**src/rtl/if_fetch_stage_if.sv**
```systemverilog
// Instruction ROM bus between the fetch stage and a synchronous ROM.
// master: imem_en/imem_addr out, imem_rdata in; slave: the reverse.
interface if_fetch_stage_if #(
    parameter int IMEM_AW = 12
);
    logic               imem_en;
    logic [IMEM_AW-1:0] imem_addr;
    logic [31:0]        imem_rdata;

    modport master (
        output imem_en,
        output imem_addr,
        input  imem_rdata
    );

    modport slave (
        input  imem_en,
        input  imem_addr,
        output imem_rdata
    );
endinterface

```
**src/rtl/if_fetch_stage.sv**
```systemverilog
// Instruction fetch: owns the fetch PC, drives a 1-cycle ROM, applies
// EX redirects and pipeline_stop, presents pc/pc4/inst/valid to IF/ID.
// Ports: clk, rst_n, pipeline_stop, redirect, redirect_pc,
// imem (ROM bus master), pc_out, pc4_out, inst_out, inst_valid, misalign.
module if_fetch_stage #(
    parameter logic [31:0] RESET_PC = 32'h0000_0000,
    parameter int          IMEM_AW  = 12
) (
    input  logic        clk,
    input  logic        rst_n,
    input  logic        pipeline_stop,
    input  logic        redirect,
    input  logic [31:0] redirect_pc,
    if_fetch_stage_if.master imem,
    output logic [31:0] pc_out,
    output logic [31:0] pc4_out,
    output logic [31:0] inst_out,
    output logic        inst_valid,
    output logic        misalign
);

    localparam logic [31:0] NOP = 32'h0000_0013;

    typedef enum logic [1:0] {
        BOOT = 2'd0,
        RUN  = 2'd1,
        HOLD = 2'd2
    } state_t;

    state_t      state_q, state_d;
    logic [31:0] fpc_q, fpc_d;
    logic [31:0] f1_pc_q, f1_pc_d;
    logic        f1_valid_q, f1_valid_d;
    logic        mis_q, mis_d;
    logic        en;

    always_ff @(posedge clk or negedge rst_n) begin
        if (!rst_n) begin
            state_q    <= BOOT;
            fpc_q      <= RESET_PC;
            f1_pc_q    <= 32'h0;
            f1_valid_q <= 1'b0;
            mis_q      <= 1'b0;
        end else begin
            state_q    <= state_d;
            fpc_q      <= fpc_d;
            f1_pc_q    <= f1_pc_d;
            f1_valid_q <= f1_valid_d;
            mis_q      <= mis_d;
        end
    end

    always_comb begin
        state_d    = state_q;
        fpc_d      = fpc_q;
        f1_pc_d    = f1_pc_q;
        f1_valid_d = f1_valid_q;
        mis_d      = mis_q;
        en         = 1'b0;
        unique case (state_q)
            BOOT: begin
                state_d = RUN;
            end
            RUN, HOLD: begin
                if (redirect) begin
                    // Kill the in-flight slot; ROM is not read so
                    // the next issue starts cleanly at the target.
                    fpc_d      = {redirect_pc[31:2], 2'b00};
                    f1_valid_d = 1'b0;
                    state_d    = RUN;
                    if (redirect_pc[1:0] != 2'b00) begin
                        mis_d = 1'b1;
                    end
                end else if (pipeline_stop) begin
                    // ROM disabled keeps imem_rdata, so the slot
                    // stays stable while IF/ID is stalled.
                    state_d = HOLD;
                end else begin
                    en         = 1'b1;
                    f1_pc_d    = fpc_q;
                    f1_valid_d = 1'b1;
                    fpc_d      = fpc_q + 32'd4;
                    state_d    = RUN;
                end
            end
            default: begin
                state_d = BOOT;
            end
        endcase
    end

    assign imem.imem_en   = en;
    assign imem.imem_addr = fpc_q[IMEM_AW+1:2];

    assign pc_out     = f1_valid_q ? f1_pc_q : 32'h0;
    assign pc4_out    = f1_valid_q ? f1_pc_q + 32'd4 : 32'h0;
    assign inst_out   = f1_valid_q ? imem.imem_rdata : NOP;
    assign inst_valid = f1_valid_q;
    assign misalign   = mis_q;

endmodule

```
**src/flat_wrapper.sv**
```systemverilog
// flat-port wrapper written by rule: the top's interface ports become plain ports
module if_fetch_stage_flat 
#(
    parameter logic [31:0] RESET_PC = 32'h0000_0000,
    parameter int          IMEM_AW  = 12
)
  (clk, rst_n, pipeline_stop, redirect, redirect_pc, pc_out, pc4_out, inst_out, inst_valid, misalign, imem_imem_en, imem_imem_addr, imem_imem_rdata);
  if_fetch_stage_if #(.IMEM_AW(IMEM_AW)) imem_i ();
  input  logic clk;
  input  logic rst_n;
  input  logic pipeline_stop;
  input  logic redirect;
  input  logic [31:0] redirect_pc;
  output logic [31:0] pc_out;
  output logic [31:0] pc4_out;
  output logic [31:0] inst_out;
  output logic inst_valid;
  output logic misalign;
  output wire logic [$bits(imem_i.imem_en)-1:0] imem_imem_en;
  output wire logic [$bits(imem_i.imem_addr)-1:0] imem_imem_addr;
  input wire logic [$bits(imem_i.imem_rdata)-1:0] imem_imem_rdata;
  assign imem_imem_en = imem_i.imem_en;
  assign imem_imem_addr = imem_i.imem_addr;
  assign imem_i.imem_rdata = imem_imem_rdata;
  if_fetch_stage #(.RESET_PC(RESET_PC), .IMEM_AW(IMEM_AW)) u_core (.clk(clk), .rst_n(rst_n), .pipeline_stop(pipeline_stop), .redirect(redirect), .redirect_pc(redirect_pc), .imem(imem_i), .pc_out(pc_out), .pc4_out(pc4_out), .inst_out(inst_out), .inst_valid(inst_valid), .misalign(misalign));
endmodule
```
**config.mk**
```make
export PLATFORM = sky130hd
export DESIGN_NAME = if_fetch_stage_flat
export DESIGN_NICKNAME = d
export VERILOG_FILES = /design/src/rtl/if_fetch_stage_if.sv /design/src/rtl/if_fetch_stage.sv /design/src/flat_wrapper.sv
export SDC_FILE = /design/constraint.sdc
export NUM_CORES = 1
export LEC_CHECK = 0
export CORE_MARGIN = 2
export CORE_UTILIZATION = 30
export CTS_CLUSTER_DIAMETER = 30
export DETAILED_ROUTE_END_ITERATION = 7
export PLACE_DENSITY_LB_ADDON = 0.08
export SLEW_MARGIN = 20
export SYNTH_ARGS = -nofsm -noshare
export SYNTH_HDL_FRONTEND = slang
export SYNTH_SLANG_ARGS = --single-unit
```
**constraint.sdc**
```tcl
create_clock -name clk -period 2.3 [get_ports clk]
set_clock_uncertainty 0.05 [all_clocks]
set_input_delay 0.46 -clock clk [delete_from_list [all_inputs] [get_ports clk]]
set_output_delay 0.46 -clock clk [all_outputs]
set_load 0.02 [all_outputs]
```
==> results_dict.tcl, run 1 <==
set metrics [dict create \
    dieHeight_um 128 \
    syn2layout_area_growth_pct 61.2 \
    final_area_um2 7460 \
    path_class "flop to output pin" \
    antenna_left 0 \
    drt_iter0_drc 291 \
    maxCapViolations 0 \
    syn_inst 526 \
    synth-edff-count 0 \
    drcViolationCount 0 \
    hold_viol 0 \
    clk_latency_ns 0.33 \
    cts_tree "yes" \
    ys_async_sr_fraction 1.00 \
    vias 4685 \
    tns_ns -2.54 \
    setup_ws_ns -0.189 \
    status "complete, but fails checks" \
    port_buffers 174 \
    die-area_um2 16400 \
    viasPerCell 5.02 \
    totalWireLength_mm 15.9 \
    fin_nets 814 \
    first_global_vias 4557 \
    ioPinCount 179 \
    grt_overflow 0 \
    violations "setup timing" \
    fmax_ghz 0.402 \
    min_period_ns 2.49 \
    grt_pass1_wl_mm 24.2 \
    synthesis.area_um2 4630 \
    slew_violations 0 \
    antenna_found_initial 0 \
    ctsHoldBuffers 0 \
    clkSinkCount 64 \
    crit_fanout 8 \
    place_hpwl_mm 11.4 \
    core_area_um2 15100 \
    clock-root-buffer "clkbuf_16" \
    final_layout_size_suffix_gt1_frac 0.236 \
    n_antenna_cell 0 \
    rsz0062_at_grt "true" \
    r2r_cells 5 \
    ir_drop_v 0.000529 \
    yosysSeqAreaShare 0.346 \
    r2r-end "u_core.fpc_q[22]" \
    placed_cell_area_um2 6910 \
    p_leak_nw 3.70 \
    ys_warn_count 0 \
    final-setup-viol-count 19 \
    crit_path_start "u_core.f1_pc_q[2]" \
    routedWlPerCell_um 17.1 \
    crit_required_ns 1.79 \
    drtPass1Iterations 4 \
    startpoint_type "flop" \
    r2r_start "u_core.fpc_q[17]" \
    fp.dieW_um 128 \
    r2r_setup_slack_ns 0.24 \
    fin_crit_sh 1.08 \
    clkTransAtPathRegs_ns 0.05 \
    end_kind "output pin" \
    ys_ff_latch 64 \
    cts_buffers 9 \
    arrival_ns 1.98 \
    grt_use_total 0.186 \
    grt_start_max_net_pins 65 \
    syn_avg_cell_area_um2 8.80 \
    gp_congestion 0.874 \
    h-tree-depth 3 \
    ys.flop_type "dfrtp_1" \
    yosysUniqueCellTypes 55 \
    p_per_area_nw_per_um2 1310 \
    start_util 0.306 \
    clk_path_buf_depth 2 \
    hp-class "input port to asynchronous set/reset pin" \
    row_count 45 \
]
## per-layer routing
| layer | vias to the layer above | wire length (um) | global-route usage |
|---|---|---|---|
| li1 | 2276 | - | - |
| met1 | 2225 | 7230 | 0.250 |
| met2 | 176 | 7690 | 0.307 |
| met3 | 8 | 899 | 0.0334 |
| met4 | 0 | 110 | 0.0511 |
| met5 | - | 0 | 0 |
## timing repair
item,in CTS,in global routing
resized for setup,153,78
buffers inserted,2,4
gates cloned,2,1
pin swaps,11,12
setup endpoints to repair,86,71
hold endpoints to repair,0,0
## flip-flops by register name (all words and copies together), names as in the netlist
register / cells
u_core.fpc_q: 30
u_core.misalign: 1
u_core.inst_valid: 1
u_core.state_q: 2
u_core.f1_pc_q: 30
## layout make-up
class	count	area (um2)
Fill cell	1483	7690
Multi-Input combinational cell	407	2840
Timing Repair Buffer	250	2470
Sequential cell	64	1600
Clock buffer	11	253
Tap cell	188	235
Inverter	10	37.5
Clock inverter	4	20.0
## cells by family (layout without fill, tap and decap cells)
kind of cell	after synthesis	count (layout)	synth area share
other	1	4	0.000810
AND/OR/NAND/NOR	255	255	0.333
adder cells (fa/ha/maj)	4	4	0.0108
buffers and inverters	58	275	0.0616
flip-flops	64	64	0.346
multiplexers	32	32	0.0768
AO/OA/AOI/OAI	84	84	0.118
XOR/XNOR	28	28	0.0530
## worst max-delay path, cell delays in order (launching register included)
cell     delay [ns]
dfrtp_1        0.35
ha_2           0.18
and4_1         0.20
nor3b_4        0.22
buf_6          0.18
nand3_1        0.09
xnor2_1        0.14
and2_1         0.15
buf_4          0.15
## synth_stat cells, drive strengths merged (3+ instances only)
library cell,count,area (um2)
a21oi,18,90.1
nand3,23,128
nand2b,7,43.8
xor2,5,43.8
nor2b,3,18.8
buf,23,154
a22oi,6,45.0
or3,4,25.0
o22a,3,26.3
inv,10,37.5
nor3b,3,32.5
ha,4,50.1
xnor2,23,201
nand4,19,125
nor3,8,40.0
mux2i,4,40.0
dfrtp,64,1600
mux2,28,315
and4,9,78.8
nor4,9,98.8
and2,95,594
clkbuf,25,93.8
and3,10,62.6
or4,3,22.5
o2bb2ai,3,26.3
nand2,31,116
a22o,3,26.3
a31oi,3,18.8
a311oi,3,26.3
o21ai,26,130
nor2,26,97.6
## cells in the final DEF, fill, tap and decap left out, drive strengths merged, types with 3 or more instances in the layout
| cell | instances |
|---|---|
| nand3 | 23 |
| nor3 | 8 |
| o22a | 3 |
| nand2b | 7 |
| nor3b | 3 |
| conb | 4 |
| a31oi | 3 |
| nor4 | 9 |
| a22oi | 6 |
| buf | 99 |
| dlygate4sd2 | 23 |
| dlymetal6s2s | 41 |
| ha | 4 |
| mux2i | 4 |
| and2 | 95 |
| inv | 10 |
| xor2 | 5 |
| clkbuf | 13 |
| o21ai | 26 |
| and3 | 10 |
| a21oi | 18 |
| nand4 | 19 |
| nand2 | 31 |
| o2bb2ai | 3 |
| a22o | 3 |
| or3 | 4 |
| nor2b | 3 |
| dfrtp | 64 |
| or4 | 3 |
| a311oi | 3 |
| nor2 | 26 |
| mux2 | 28 |
| and4 | 9 |
| xnor2 | 23 |
| clkdlybuf4s50 | 83 |
| clkinv | 4 |
## stage by stage
step	cells	setup slack (ns)	power, mW	hold slack [ns]	utilization
6_report	934	-0.189	9.74	0.0926	0.493
5_1_grt	934	-0.301	10.4	0.121	0.493
4_1_cts	929	-0.208	9.63	0.110	0.475
3_5_place_dp	910	-0.316	8.40	0.401	0.456
3_3_place_gp	910	-0.310	8.32	0.403	0.456
2_1_floorplan	529	0.0478	5.50	0.114	-
## worst max path at each step
stage	cells after the start	slack [ns]	to
after CTS	8	-0.21	pc4_out[20]
after floorplan	6	0.05	pc4_out[16]
after global routing	8	-0.30	pc4_out[20]
after global placement	8	-0.31	pc4_out[20]
after detailed placement	8	-0.32	pc4_out[20]
final	8	-0.19	pc4_out[22]
## report_power, final
group          internal (mW)  leakage [nW]  switching, mW
Clock                  0.773         0.141          0.478
Combinational           3.06          2.83           3.16
Sequential              1.67         0.735          0.600
Total                   5.50          3.70           4.24
No activity file was read; power rests on OpenSTA's default activity.
==> run 2, diff against run 1 <==
--- a/config.mk
+++ b/config.mk
@@ -6,11 +6,11 @@
 export NUM_CORES = 1
 export LEC_CHECK = 0
 export CORE_MARGIN = 2
-export CORE_UTILIZATION = 30
+export CORE_UTILIZATION = 48
 export CTS_CLUSTER_DIAMETER = 30
 export DETAILED_ROUTE_END_ITERATION = 7
 export PLACE_DENSITY_LB_ADDON = 0.08
-export SLEW_MARGIN = 20
+export SLEW_MARGIN = 30
 export SYNTH_ARGS = -nofsm -noshare
 export SYNTH_HDL_FRONTEND = slang
 export SYNTH_SLANG_ARGS = --single-unit
==> constraint.sdc (replaced) <==
create_clock -name clk -period 3 [get_ports clk]
set_clock_uncertainty 0.05 [all_clocks]
set_input_delay 0.6 -clock clk [delete_from_list [all_inputs] [get_ports clk]]
set_output_delay 0.6 -clock clk [all_outputs]
set_load 0.02 [all_outputs]
==> run 2 against run 1 <==
Effect of this change: the run now ends clean; power decreased by 31%; flip-flop and latch count unchanged; sequential share of layout area increased by 2.7 points; core utilization increased by 22 points; routed wire length decreased by 13%; largest power group unchanged; highest routed layer unchanged.
==> results_dict.tcl, run 2 (synthesized netlist as in run 1, its figures left out) <==
set metrics [dict create \
    status "completed" \
    row_count 35 \
    slew_violations 0 \
    cts_buffers 9 \
    setup_ws_ns 0.141 \
    tightest_slew_ns 0.739 \
    vias 4617 \
    p_per_area_nw_per_um2 1020 \
    drtPass1Iterations 6 \
    syn2layout_area_growth_pct 43.1 \
    totalWireLength_mm 13.8 \
    tns_ns 0 \
    drt_iter0_drc 299 \
    p_leak_nw 2.65 \
    n_antenna_cell 0 \
    relSlewSlack 0.503 \
    crit_required_ns 2.35 \
    clkTransAtPathRegs_ns 0.07 \
    crit_slowest_cell "dfrtp_1" \
    min_period_ns 2.86 \
    startpoint_type "flop" \
    fmax_ghz 0.350 \
    crit_fanout 10 \
    r2r_setup_slack_ns 0.70 \
    path_cells "nand4_4 -> nor4_4 -> buf_4 -> nand4_1 -> xnor2_1 -> and2_1 -> dlygate4sd2_1" \
    arrival_ns 2.21 \
    start_util 0.499 \
    clk_path_buf_depth 2 \
    r2r_start "u_core.fpc_q[2]" \
    final_common_cell "clkdlybuf4s50_1" \
    clk_latency_ns 0.34 \
    ioPinCount 179 \
    maxCapViolations 0 \
    final-setup-viol-count 0 \
    path_class "flop to output pin" \
    die-area_um2 10400 \
    dp_slack_ns 0.137 \
    rsz0062_at_grt "false" \
    end_kind "output pin" \
    fp.dieW_um 102 \
    clock-root-buffer "clkbuf_8" \
    fin_crit_sh 0.953 \
    clkSinkCount 64 \
    r2r-end "u_core.fpc_q[16]" \
    core_area_um2 9280 \
    port_buffers 174 \
    final_layout_size_suffix_gt1_frac 0.132 \
    biggestRegsByFlops "u_core.f1_pc_q: 30 flops, u_core.fpc_q: 30 flops, u_core.state_q: 2 flops" \
    cts_tree "yes" \
    grt_overflow 0 \
    h-tree-depth 3 \
    antenna_found_initial 0 \
    hold_viol 0 \
    fin_nets 759 \
    gp_congestion 0.934 \
    grt_use_total 0.259 \
    mostFrequentLayoutCells "151 x clkdlybuf4s50_1, 94 x and2_1, 62 x dfrtp_1, 31 x nand2_1, 28 x mux2_2" \
    fill_cells 757 \
    ctsHoldBuffers 0 \
    ir_drop_v 0.000628 \
    cts_setup_buffers 0 \
    antenna_left 0 \
    hp-class "input port to asynchronous set/reset pin" \
    worst_path_dominant_cell_family "simple AND/OR/NAND/NOR gates" \
    path_buf_inv 2 \
    routedWlPerCell_um 16.8 \
    viasPerCell 5.63 \
    drcViolationCount 0 \
    grt_start_max_net_pins 55 \
    r2r_cells 5 \
    max_stage_delay_ns 0.45 \
    first_global_vias 4187 \
    dieHeight_um 102 \
    grt_pass1_wl_mm 21.1 \
    place_hpwl_mm 10.4 \
    utilization 0.713 \
]
## run 2: worst register-to-register path, delay by kind of cell, from the launching register on
kind            cells  cell delay (ns)
simple gates        1             0.69
compound gates      2             0.49
buf+inv             1             0.12
fa+ha+maj           1             0.33
flops               1             0.50
## run 2: routing by layer
layer  global-route usage  part of all wire  vias to the layer above
met5                    0                 0                        -
met4                0.126             0.026                        0
met3               0.0492             0.087                       32
met2                0.425              0.48                      250
met1                0.331              0.41                     2156
li1                     -                 -                     2179
## run 2: cell type report
type	instances	area [um2]	share of cell area
multi-input cells	407	2760	0.417
well taps	129	161	0.0244
inverters	10	37.5	0.00567
clock inverters	3	65.1	0.00982
clock buffers	12	155	0.0234
flip-flops and latches	64	1600	0.242
repair buffers	195	1840	0.278
## run 2: report_power, final
group	leakage [nW]	switching (mW)	total, mW	internal [mW]
Sequential	0.734	0.712	1.99	1.27
Combinational	1.81	2.01	3.92	1.91
Clock	0.112	0.328	0.836	0.508
## run 2: worst max-delay path by stage
stage                                   from           to  slack (ns)  cells after the start
final                     u_core.f1_pc_q[10]  pc4_out[31]        0.14                      7
after global routing      u_core.f1_pc_q[10]  pc4_out[31]        0.01                      7
after CTS                  u_core.f1_pc_q[3]  pc4_out[20]        0.04                      8
after detailed placement   u_core.f1_pc_q[3]  pc4_out[20]        0.14                      8
after global placement     u_core.f1_pc_q[2]  pc4_out[26]        0.18                      8
after floorplan            u_core.f1_pc_q[2]  pc4_out[16]        0.55                      6
## run 2: repair_timing
item,in CTS,in global routing
pin swaps,0,0
resized for setup,21,27
setup endpoints to repair,21,18
## run 2: through the flow
step	cell area (um2)	hold slack, ns	std cells	total power, mW
after floorplan	4640	0.254	529	4.21
after global placement	6460	0.407	805	5.89
after detailed placement	6460	0.408	805	6.01
after CTS	6660	0.157	820	6.74
after global routing	6620	0.158	820	7.13
final	6620	0.147	820	6.74
==> run 3, diff against run 2 <==
--- a/config.mk
+++ b/config.mk
@@ -10,7 +10,9 @@
 export CTS_CLUSTER_DIAMETER = 30
 export DETAILED_ROUTE_END_ITERATION = 7
 export PLACE_DENSITY_LB_ADDON = 0.08
+export REMOVE_ABC_BUFFERS = 1
 export SLEW_MARGIN = 30
 export SYNTH_ARGS = -nofsm -noshare
 export SYNTH_HDL_FRONTEND = slang
 export SYNTH_SLANG_ARGS = --single-unit
+export TNS_END_PERCENT = 1
==> run 3 against run 2 <==
Effect of this change: register-to-register slack improved by 0.07 ns; routed wire length shrank 3.8%; combinational power about the same; core utilization rose by 0.22 points; non-clock buffer count did not move; critical path depth grew 1; global-route usage is 0.56 points lower; sequential share of layout area fell by 0.054 points; final cell count rose by 0.12%; clock power decreased by 5.0%; first-iteration DRC count is 18% higher; setup slack got worse by 0.10 ns.
==> results_dict.tcl, run 3 (synthesized netlist as in run 1, its figures left out) <==
set metrics [dict create \
    p_sw_frac 0.446 \
    crit_slowest_cell "dfrtp_1" \
    vias 4535 \
    worst_path_dominant_cell_family "simple AND/OR/NAND/NOR gates" \
    p_per_area_nw_per_um2 996 \
    port_buffers 174 \
    place_hpwl_mm 9.87 \
    arrival_ns 2.31 \
    setup_ws_ns 0.0381 \
    viasPerCell 5.52 \
    path_class "flop to output pin" \
    dp_slack_ns 0.0290 \
    hp-class "input port to asynchronous set/reset pin" \
    clkSinkCount 64 \
    path_buf_inv 2 \
    routedWlPerCell_um 16.2 \
    first_global_vias 4252 \
    drcViolationCount 0 \
    placed_cell_area_um2 6460 \
    fin_nets 759 \
    hold_viol 0 \
    max_stage_delay_ns 0.38 \
    tns_ns 0 \
    clkTransAtPathRegs_ns 0.07 \
    p_int_mw 3.67 \
    antenna_left 0 \
    ctsHoldBuffers 0 \
    final_area_um2 6640 \
    switchingPower_mw 2.95 \
    fill_cells 747 \
    grt_start_max_net_pins 65 \
    startpoint_type "flop" \
    clkPwrFrac 0.120 \
    maxCapViolations 0 \
    placed_cells 805 \
    whs_ns 0.208 \
    die-area_um2 10400 \
    relSlewSlack 0.567 \
    final_layout_size_suffix_gt1_frac 0.133 \
    ir_drop_v 0.000689 \
    cts_tree "yes" \
    fmax_ghz 0.338 \
    fp.dieW_um 102 \
    combPwrFrac 0.595 \
    clk_path_buf_depth 2 \
    end_kind "output pin" \
    final_cell_count_no_fill 821 \
    start_util 0.499 \
    mostFrequentLayoutCells "152 x clkdlybuf4s50_1, 94 x and2_1, 61 x dfrtp_1, 31 x nand2_1, 28 x mux2_2" \
    crit_required_ns 2.35 \
    rsz0062_at_grt "true" \
    seq_power_share 0.285 \
    fin_crit_sh 0.987 \
    antenna_found_initial 0 \
    p_leak_nw 2.67 \
    drtPass1Iterations 5 \
    h-tree-depth 3 \
    drt_iter0_drc 353 \
    met3_usage 0.0465 \
    ioPinCount 179 \
    status "completed" \
    crit_fanout 9 \
    clock-root-buffer "clkbuf_8" \
    biggestRegsByFlops "u_core.f1_pc_q: 30 flops, u_core.fpc_q: 30 flops, u_core.state_q: 2 flops" \
    grt_pass1_wl_mm 20.9 \
    grt_use_total 0.254 \
    totalWireLength_mm 13.3 \
    min_period_ns 2.96 \
    syn2layout_area_growth_pct 43.5 \
    gp_congestion 0.876 \
    core_area_um2 9280 \
    grt_overflow 0 \
    clk_latency_ns 0.34 \
    final-setup-viol-count 0 \
    final_common_cell "clkdlybuf4s50_1" \
    dieHeight_um 102 \
    slew_violations 0 \
    cts_buffers 9 \
    tightest_slew_ns 0.643 \
    row_count 35 \
    path_cells "ha_1 -> and4_2 -> nor3b_2 -> buf_4 -> and4_1 -> xor2_1 -> and2_1 -> clkdlybuf4s15_2" \
    n_antenna_cell 0 \
    grt_use_met1 0.318 \
    busiest_layer "met2" \
    use_met2 0.449 \
]
-- run 3: cell count changes in the layout (fill, tap and decap cells not counted), sizes merged --
cell,change
clkdlybuf4s50,+1
clkbuf,-2
bufinv,-1
clkdlybuf4s15,+2
dlymetal6s2s,+1
-- run 3: final timing paths --
kind	end	slack, ns	startpoint	depth (start not counted)
max reg2reg	u_core.fpc_q[30]	0.77	u_core.state_q[1]	8
min in group clk	u_core.misalign	0.44	u_core.misalign	1
min	u_core.f1_pc_q[30]	0.21	rst_n	2
max in group asynchronous	u_core.inst_valid	2.40	rst_n	2
min reg2reg	u_core.misalign	0.44	u_core.misalign	1
max	pc4_out[16]	0.04	u_core.f1_pc_q[2]	8
-- run 3: area by class of cell --
class | instances | area (um2) | share of cell area
Sequential cell | 64 | 1610 | 0.242
Clock buffer | 14 | 183 | 0.0275
Timing Repair Buffer | 195 | 1870 | 0.281
Multi-Input combinational cell | 407 | 2760 | 0.415
Tap cell | 129 | 161 | 0.0243
Inverter | 10 | 37.5 | 0.00565
Clock inverter | 2 | 35.0 | 0.00527
-- run 3: stage by stage --
step / total power [mW] / utilization
CTS: 6.66 / 0.717
floorplan: 4.01 / -
finish: 6.62 / 0.715
global route: 7.05 / 0.715
detailed placement: 5.94 / 0.696
global placement: 5.83 / 0.696
-- run 3: routing by layer --
layer	up-vias	part of all wire
met5	-	0
met4	0	0.015
met3	20	0.068
met2	183	0.51
met1	2167	0.41
li1	2165	-
-- run 3: power by group through the flow --
| stage | clock (mW) | combinational [mW] | sequential [mW] |
|---|---|---|---|
| global route | 0.846 | 4.25 | 1.96 |
| finish | 0.794 | 3.93 | 1.89 |
| CTS | 0.807 | 3.98 | 1.87 |
| global placement | 0 | 3.98 | 1.85 |
| floorplan | 0 | 2.12 | 1.90 |
| detailed placement | 0 | 4.06 | 1.88 |
-- run 3: repair_timing --
action                                 CTS  global route
buffers inserted                         0             0
endpoints found under the hold margin    0             0
resized for setup                       22            23
setup endpoints to repair               21            19
gates cloned                             0             0
-- run 3: worst register-to-register path, stage by stage, from the launching register on --
cell     delay, ns
dfrtp_1       0.35
inv_1         0.05
ha_1          0.28
buf_4         0.25
nand2_1       0.42
buf_4         0.31
nor4_1        0.24
mux2i_1       0.13
nand3_1       0.10
